## src/rtl/cardio_classifier.sv

```systemverilog
// Registered 3-class one-vs-rest linear classifier over 21 unsigned 4-bit features.
// Scores and argmax are combinational from inp; only the class index and valid flag are stored.
module cardio_classifier #(
    parameter int unsigned NUM_A    = 21,
    parameter int unsigned WIDTH_A  = 4,
    parameter int unsigned OUTWIDTH = 2,
    parameter logic [NUM_A*WIDTH_A-1:0] W0 = 84'h0000000_FFFFFFF_1111111,
    parameter logic [NUM_A*WIDTH_A-1:0] W1 = 84'hFFFFFFF_1111111_0000000,
    parameter logic [NUM_A*WIDTH_A-1:0] W2 = 84'h1111111_0000000_FFFFFFF,
    parameter logic signed [7:0]        B0 = 8'sd8,
    parameter logic signed [7:0]        B1 = 8'sd0,
    parameter logic signed [7:0]        B2 = -8'sd8
) (
    input  logic                     clk,
    input  logic                     rst_n,
    input  logic [NUM_A*WIDTH_A-1:0] inp,
    input  logic                     in_valid,
    output logic [OUTWIDTH-1:0]      out,
    output logic                     out_valid
);

    localparam int unsigned FW = NUM_A * WIDTH_A;
    localparam int unsigned SW = 14;

    logic signed [SW-1:0] score0_c;
    logic signed [SW-1:0] score1_c;
    logic signed [SW-1:0] score2_c;
    logic [OUTWIDTH-1:0]  cls_c;

    logic [OUTWIDTH-1:0]  out_d;
    logic [OUTWIDTH-1:0]  out_q;
    logic                 out_valid_d;
    logic                 out_valid_q;

    // Bias plus dot product of zero-extended features with sign-extended weights.
    function automatic logic signed [SW-1:0] class_score(
        input logic [FW-1:0]       w,
        input logic signed [7:0]   b,
        input logic [FW-1:0]       f
    );
        logic signed [SW-1:0]      acc;
        logic signed [WIDTH_A-1:0] wi;
        logic signed [SW-1:0]      wx;
        logic signed [SW-1:0]      fx;
        acc = SW'(b);
        for (int unsigned i = 0; i < NUM_A; i++) begin
            wi  = w[i*WIDTH_A +: WIDTH_A];
            wx  = SW'(wi);
            fx  = SW'(f[i*WIDTH_A +: WIDTH_A]);
            acc = acc + fx * wx;
        end
        return acc;
    endfunction

    always_comb begin
        score0_c = class_score(W0, B0, inp);
        score1_c = class_score(W1, B1, inp);
        score2_c = class_score(W2, B2, inp);
    end

    // Argmax with ties going to the lowest class index.
    always_comb begin
        cls_c = OUTWIDTH'(2);
        if ((score0_c >= score1_c) && (score0_c >= score2_c)) begin
            cls_c = OUTWIDTH'(0);
        end else if (score1_c >= score2_c) begin
            cls_c = OUTWIDTH'(1);
        end
    end

    always_comb begin
        out_d       = out_q;
        out_valid_d = 1'b0;
        if (in_valid) begin
            out_d       = cls_c;
            out_valid_d = 1'b1;
        end
    end

    always_ff @(posedge clk) begin
        if (!rst_n) begin
            out_q       <= '0;
            out_valid_q <= 1'b0;
        end else begin
            out_q       <= out_d;
            out_valid_q <= out_valid_d;
        end
    end

    assign out       = out_q;
    assign out_valid = out_valid_q;

endmodule

```

## config.mk

```make
export PLATFORM = sky130hd
export DESIGN_NAME = cardio_classifier
export DESIGN_NICKNAME = d
export VERILOG_FILES = /design/src/rtl/cardio_classifier.sv
export SDC_FILE = /design/constraint.sdc
export NUM_CORES = 1
export LEC_CHECK = 0
export CAP_MARGIN = 20
export CORE_ASPECT_RATIO = 0.5
export CORE_MARGIN = 2
export CORE_UTILIZATION = 60
export CTS_CLUSTER_DIAMETER = 200
export DETAILED_ROUTE_END_ITERATION = 10
export GPL_TIMING_DRIVEN = 1
export PLACE_DENSITY_LB_ADDON = 0.05
export SYNTH_ARGS = -nofsm -noshare
export SYNTH_HDL_FRONTEND = slang
export SYNTH_SLANG_ARGS = --single-unit
```

## constraint.sdc

```tcl
create_clock -name clk -period 24.9 [get_ports clk]
set_input_delay 6.225 -clock clk [delete_from_list [all_inputs] [get_ports clk]]
set_output_delay 6.225 -clock clk [all_outputs]
set_load 0.01 [all_outputs]
```

Word level (Yosys, flattened, before mapping)

Index checks and enable logic that the tools add are counted.
Widths: inputs -> output; s select.

Register bits: 3
Output and inout bits: 3
Logic and storage cells: 71

Add/subtract/negate cells: 62
Order comparisons: 3
Multiplexer cells: 3
Reduce and logical (&&, ||, !) cells: 1

Operators with widths:

| cell                  | count |
|---|---|
| $neg 4->14            | 21 |
| $add 14x14->14        | 18 |
| $add 14x5->14         | 7 |
| $ge 14x14->1          | 3 |
| $add 9x4->10          | 2 |
| $add 8x4->9           | 2 |
| $add 7x4->8           | 2 |
| $add 11x14->14        | 1 |
| $add 12x14->14        | 1 |
| $add 4x14->14 const A | 1 |
| $add 6x4->7           | 2 |
| $add 5x4->6           | 2 |
| $add 10x4->11         | 1 |
| $add 4x4->5           | 1 |
| $add 4x4->5 const A   | 1 |
| $mux 2                | 2 |
| $logic_and 1x1->1     | 1 |
| $mux 1                | 1 |

Depth between registers and ports, before layout

Gate-level depths: netlist (run 1).

Depth after elaboration: 18
Mapped depth: 33

Worst setup path before layout (run 1)

OpenSTA, ideal clock, no wires.

Kind: input-to-reg
Start point: in inp[30]
End point: reg out_q[0], in the netlist out[0]
Setup time: 117 ps
Arrival time: 13320 ps
Path slack: 11463 ps
Stages on the path: 30
Path buffers: 1
Cell sequence: inv_1 -> fa_1 -> inv_1 -> fa_1 -> inv_1 -> fa_1 -> inv_1 -> fa_1 -> fa_1 -> clkbuf_1 -> xnor2_1 -> ha_1 -> o21bai_1 -> fa_1 -> inv_1 -> fa_1 -> inv_1 -> fa_1 -> a21oi_1 -> nor2_1 -> o21a_1 -> o41ai_4 -> ha_1 -> a211oi_1 -> mux2i_1 -> nor2_1 -> nand2_1 -> a211o_1 -> o311a_1 -> a22o_1

Longest elaborated chain between the ends: 16

RTL lines:

| what                                        | RTL line | RTL |
|---|---|---|
| from (decl)                                 | 16       | `input logic [NUM_A*WIDTH_A-1:0] inp,` |
| $add 4x4->5                                 | 50       | `acc = acc + fx * wx;` |
| $add 5x4->6                                 | 50       |  |
| $add 6x4->7                                 | 50       |  |
| $add 7x4->8                                 | 50       |  |
| $add 8x4->9                                 | 50       |  |
| $add 9x4->10                                | 50       |  |
| $add 11x14->14                              | 50       |  |
| $add 14x14->14 (6 in a row)                 | 50       |  |
| $ge 14x14->1 (on tied branches)             | 66, 64   |  |
| $mux 2 or $logic_and 1x1->1 (tied branches) | 66, 64   |  |
| $mux 2 (*)                                  | 64       | `if ((score0_c >= score1_c) && (score0_c >= score2_c)) begin` |
| to (signal assigned)                        | 85       | `out_q <= out_d;` |
| to (decl)                                   | 31       | `logic [OUTWIDTH-1:0] out_q;` |

Every way passes the cells marked *; elsewhere a longest branch is shown, timed or not.
A chain may end at the register's enable or synchronous reset.

Worst setup path in the final report (run 1)

Start point: in inp[2]
End point: reg out_q[1], in the netlist out[1]

Longest elaborated chain between the ends: 18

RTL lines:

| what                                        | RTL line |
|---|---|
| $neg 4->14 (not written as such)            | 50 |
| $add 4x14->14                               | 50 |
| $add 14x14->14 (6 in a row)                 | 50 |
| $add 14x5->14 (7 in a row)                  | 50 |
| $ge 14x14->1 (on tied branches)             | 66, 64 |
| $mux 2 or $logic_and 1x1->1 (tied branches) | 66, 64 |
| $mux 2 (*)                                  | 64 |

Marked as above.

==> impl_metrics.yaml, run 1 <==
outcome:
  outcome: "complete, no violations"
synthesis:
  synth-edff-count: 0
  syn-num-nets: 953
  synthFlopType: "dfxtp_1"
  avgSynthCellArea_um2: 9.36
  ys_ff_latch: 3
  synth_area_leaders: "fa_1 44%, ha_1 22%, inv_1 15%, xnor2_1 1.9%, a21oi_1 1.7%"
  synth_cell_types: 45
  synth_seq_area_share_pct: 1.02
  synth_cells: 632
  yosys_warnings: 0
  yosysTopAreaCellShare_pct: 43.6
  syn_area_mm2: 0.00592
  synth.largest_area_cell: "fa_1"
  synthArstFlopShare_pct: 0
final_layout:
  layout-drive-gt1-share_pct: 1.38
  area_growth_syn_to_layout_pct: 19.2
  fill_cells: 748
  insertedDiodeCount: 0
  fin_nets: 1046
clock_network:
  cts_max_level: 1
  clock_latency_ns: 0.22
  postCtsSetupRepairBufs: 0
  clock_path_buffers: 2
  cts_num_sinks: 3
  cts_hold_buf: 0
  post_cts_resized: 0
  cts.clk_slew.worst_paths_ns: 0.03
  cts_made_buffers: 3
  cts-root-buf: "clkbuf_16"
  cts_tree: "yes"
critical_path:
  cp_common_cell: "fa_1"
  crit_path_start_kind: "primary input"
  path_class: "primary input to flip-flop"
  slowest_stage: "o41ai_1"
  max_stage_delay_ns: 0.62
  arrival_ns: 14.47
  cp_max_fo: 4
  end_kind: "flip-flop"
  cp.required_ns: 25.01
die:
  core-area_mm2: 0.00951
  die_height_um: 74.2
  rows: 25
  initial_utilization_pct: 62.2
  die-area_mm2: 0.0107
  io_pins: 90
  die_x_um: 144
timing:
  post-route-period-util_pct: 57.7
  fin_worst_skew_ns: 0
  setup_tns_ns: 0
  worst_pin_slew_ns: 0.739
  rsz0062_at_grt: "no"
  max_freq_ghz: 0.0696
  relSlewSlack_pct: 50.1
  drv_slew: 0
  setup_viol_count_final: 0
  min_period_ns: 14.36
  hold_viol: 0
place:
  hpwl_um: 11400
  gp_congestion: 0.891
  port_buffers: 89
routing:
  dr.pass1.iters: 4
  vias: 4168
  drtIter0Drc: 168
  wl_per_cell_um: 13.8
  drc: 0
  ant_nets: 0
  routed_wl_um: 11800
  via_per_inst: 4.85
grt:
  grt_pass1_wl_um: 20400
  grt_pass1_vias: 4554
  gr-usage-all-layers_pct: 24.6
  grt_overflow: 0
  grt_start_max_net_pins: 9
  antenna_found_initial: 0
job:
  drv_cap: 0
worst_hold_path:
  hp-class: "flip-flop to flip-flop"
## worst paths after layout
check | from | slack [ns] | end | cells after the start
worst max-delay path | inp[2] | 10.54 | out[1]$_SDFFE_PN0P_ | 29
worst min-delay path | out[0]$_SDFFE_PN0P_ | 0.50 | out[0]$_SDFFE_PN0P_ | 1
worst max register to register | out[1]$_SDFFE_PN0P_ | 24.28 | out[1]$_SDFFE_PN0P_ | 1
worst min register to register | out[0]$_SDFFE_PN0P_ | 0.50 | out[0]$_SDFFE_PN0P_ | 1
## worst max-delay path: cells and delay by family
| family | cells | cell delay (ns) |
|---|---|---|
| adder cells (fa/ha/maj) | 10 | 4.75 |
| AO/OA/AOI/OAI | 8 | 1.97 |
| AND/OR/NAND/NOR | 5 | 0.64 |
| buffers and inverters | 6 | 0.88 |
## state kept, by name, indices dropped and copies added, names as in the netlist
signal	flops
out	2
out_valid	1
## metal layers
layer	vias up	global-route usage [%]	routed length, um
met4	0	0.324	4
li1	2096	-	-
met5	-	0	0
met1	1985	36.4	5820
met3	2	2.32	753
met2	85	42.7	5240
## placed cells by master, fill, tap and decap left out, types with 3 or more instances in the layout
| master | instances |
|---|---|
| o21a_1 | 11 |
| ha_1 | 105 |
| fa_1 | 129 |
| o21ai_0 | 10 |
| a21o_1 | 10 |
| a22o_1 | 3 |
| nor3_1 | 4 |
| nand4_1 | 4 |
| nor2b_1 | 6 |
| xor2_1 | 10 |
| clkdlybuf4s50_1 | 89 |
| a21oi_1 | 20 |
| inv_1 | 229 |
| dfxtp_1 | 3 |
| o21bai_1 | 3 |
| nand2_1 | 11 |
| a211oi_1 | 3 |
| nor2_1 | 19 |
| xnor2_1 | 13 |
| clkbuf_16 | 3 |
| nand2b_1 | 4 |
| nand3_1 | 4 |
## cell usage after synthesis, types with 3 or more instances
cell and n:
a211oi_1 3, a21o_1 10, a21oi_1 20, a22o_1 3, dfxtp_1 3, fa_1 129, ha_1 105, inv_1 229
nand2_1 11, nand2b_1 4, nand3_1 4, nand4_1 4, nor2_1 19, nor2b_1 6, nor3_1 4, o21a_1 11
o21ai_0 10, o21bai_1 3, xnor2_1 13, xor2_1 10
## per-stage QoR
stage / instances / util (%) / setup WS [ns] / cell area (um2) / hold WS, ns
2_1_floorplan: 632 / - / 11.46 / 5920 / 0.511
3_3_place_gp: 855 / 73.3 / 10.56 / 6970 / 0.475
3_5_place_dp: 855 / 73.3 / 10.34 / 6970 / 0.484
4_1_cts: 859 / 74.2 / 10.53 / 7050 / 0.496
5_1_grt: 859 / 74.2 / 10.19 / 7050 / 0.507
6_report: 859 / 74.2 / 10.54 / 7050 / 0.499
## area by class of cell
type | count | area [um2] | share of cell area (%)
multi-input combinational | 399 | 4990 | 70.8
timing repair buffer | 89 | 891 | 12.6
inverter | 229 | 860 | 12.2
clock buffer | 4 | 78.8 | 1.12
sequential | 3 | 60.1 | 0.852
tap | 135 | 169 | 2.40
## logic make-up (layout without fill, tap and decap cells)
logic type,Yosys count,count (layout),share of synthesized area (%)
AND/OR/NAND/NOR,61,61,5.16
XOR/XNOR,23,23,3.40
adder cells (fa/ha/maj),234,234,65.8
multiplexers,1,1,0.169
buffers and inverters,230,322,14.6
flip-flops,3,3,1.02
AO/OA/AOI/OAI,80,80,9.81
Power of run 1 is left out: the tool's default activity adds up to more than one toggle a clock period on the data nets, which glitch-free logic cannot reach.
==> run 2, diff against run 1 <==
--- a/config.mk
+++ b/config.mk
@@ -8,7 +8,7 @@
 export CAP_MARGIN = 20
 export CORE_ASPECT_RATIO = 0.5
 export CORE_MARGIN = 2
-export CORE_UTILIZATION = 60
+export CORE_UTILIZATION = 52
 export CTS_CLUSTER_DIAMETER = 200
 export DETAILED_ROUTE_END_ITERATION = 10
 export GPL_TIMING_DRIVEN = 1
==> constraint.sdc (replaced) <==
create_clock -name clk -period 12.5 [get_ports clk]
set_input_delay 3.125 -clock clk [delete_from_list [all_inputs] [get_ports clk]]
set_output_delay 3.125 -clock clk [all_outputs]
set_load 0.01 [all_outputs]
==> run 2 against run 1 <==
  * Sequential share of layout area about the same
  * Die area up 15%
  * Non-clock buffer count is the same
  * Clock skew is the same
  * Count of clock-buffer cells in the layout unchanged
  * Critical path type unchanged
  * Worst hold slack got worse by 0.0020 ns
  * Critical path depth did not move
  * First-iteration DRC count shrank 26%
  * Via count increased by 0.38%
  * Global-route usage fell by 2.0 points
  * Cell area increased by 0.18%
  * Setup slack got worse by 9.4 ns
==> impl_metrics.yaml, run 2 (same netlist as run 1, synthesis figures left out) <==
timing:
  fin_worst_skew_ns: 0
  drv_slew: 0
  hold_viol: 0
  relSlewSlack_pct: 49.7
  max_freq_ghz: 0.0881
  post-route-period-util_pct: 90.8
  rsz0062_at_grt: "no"
  setup_viol_count_final: 0
  worst_pin_slew_ns: 0.744
  hold_ws_ns: 0.497
  setup_tns_ns: 0
  min_period_ns: 11.35
final_layout:
  insertedDiodeCount: 0
  fin_nets: 1046
  fill_cells: 966
  largest_reg_flops: 2
  fin_cells: 869
  area_growth_syn_to_layout_pct: 19.4
  final_common_cell: "inv_1"
  fin_util_pct: 63.9
  mostFrequentLayoutCells: "229 x inv_1, 129 x fa_1, 105 x ha_1"
  layout-drive-gt1-share_pct: 1.38
critical_path:
  cp.required_ns: 12.61
  max_stage_delay_ns: 0.62
  end_kind: "flip-flop"
  critPathCapture: "out[1]$_SDFFE_PN0P_"
  crit_path_start_kind: "primary input"
  r2r-start: "out[1]$_SDFFE_PN0P_"
  r2r_end: "out[1]$_SDFFE_PN0P_"
  ff2ff_path_depth: 1
  critPathLaunch: "inp[2]"
  r2r_slack_ns: 11.87
  path_class: "primary input to flip-flop"
  cp_max_fo: 4
  arrival_ns: 11.46
  slowest_stage: "o41ai_1"
  cp_common_cell: "fa_1"
grt:
  grt_start_max_net_pins: 9
  grt.busiest_layer: "met2"
  grt_pass1_vias: 4580
  grt_use_met1_pct: 33.1
  antenna_found_initial: 0
  gr-usage-all-layers_pct: 22.5
  gr-usage-met2_pct: 37.0
  grt_overflow: 0
  met3_usage_pct: 3.85
  grt_pass1_wl_um: 21500
routing:
  ant_nets: 0
  vias: 4184
  via_per_inst: 4.81
  wl_per_cell_um: 14.2
  routed_wl_um: 12400
  dr.pass1.iters: 4
  drc: 0
  drtIter0Drc: 124
clock_network:
  cts_tree: "yes"
  cts_num_sinks: 3
  clock_path_buffers: 2
  cts_hold_buf: 0
  cts.clk_slew.worst_paths_ns: 0.03
  cts_max_level: 1
  clock_latency_ns: 0.23
  cts-root-buf: "clkbuf_16"
  cts_made_buffers: 3
  post_cts_resized: 0
  postCtsSetupRepairBufs: 0
place:
  gp_congestion: 0.859
  dp_cells: 865
  hpwl_um: 11800
  port_buffers: 89
die:
  die_height_um: 79.4
  die_x_um: 155
  rows: 27
  core-area_mm2: 0.0110
  io_pins: 90
  initial_utilization_pct: 53.6
  die-area_mm2: 0.0123
outcome:
  outcome: "complete, no violations"
worst_hold_path:
  hp-class: "flip-flop to flip-flop"
job:
  drv_cap: 0
## run 2: through the flow
stage | setup WS [ns] | instance area, um2
after floorplan | 2.16 | 5920
after global placement | 1.16 | 6990
after detailed placement | 0.958 | 6990
after CTS | 1.16 | 7060
after global routing | 0.780 | 7060
final | 1.15 | 7060
## run 2: how the worst min path moves through the flow
stage,slack [ns],cells past startpoint,to,startpoint
detailed placement,0.48,1,out[0]$_SDFFE_PN0P_,out[0]$_SDFFE_PN0P_
floorplan,0.51,1,out[0]$_SDFFE_PN0P_,out[0]$_SDFFE_PN0P_
global placement,0.50,1,out[1]$_SDFFE_PN0P_,out[1]$_SDFFE_PN0P_
CTS,0.49,1,out[0]$_SDFFE_PN0P_,out[0]$_SDFFE_PN0P_
finish,0.50,1,out[0]$_SDFFE_PN0P_,out[0]$_SDFFE_PN0P_
global route,0.53,1,out[1]$_SDFFE_PN0P_,out[1]$_SDFFE_PN0P_
## run 2: metal layers
layer  part of all wire (%)  vias to the layer above
li1                       -                     2089
met1                     52                     2007
met2                     42                       86
met3                    5.7                        2
met4                   0.14                        0
met5                      0                        -
## run 2: final cells by class
type	count	area, um2	area share (%)
multi-input cells	399	4990	70.7
repair buffers	89	891	12.6
inverters	229	860	12.2
well taps	145	181	2.57
clock buffers	4	78.8	1.12
flip-flops and latches	3	60.1	0.850
## run 2: worst max-delay path, delay by kind of cell
family,cells,cell delay (ns)
AOI/OAI and AO/OA,8,2.09
and+or+nand+nor,5,0.63
buffers and inverters,6,0.88
adders and majority gates,10,4.72
Power of run 2 is left out for the same reason.
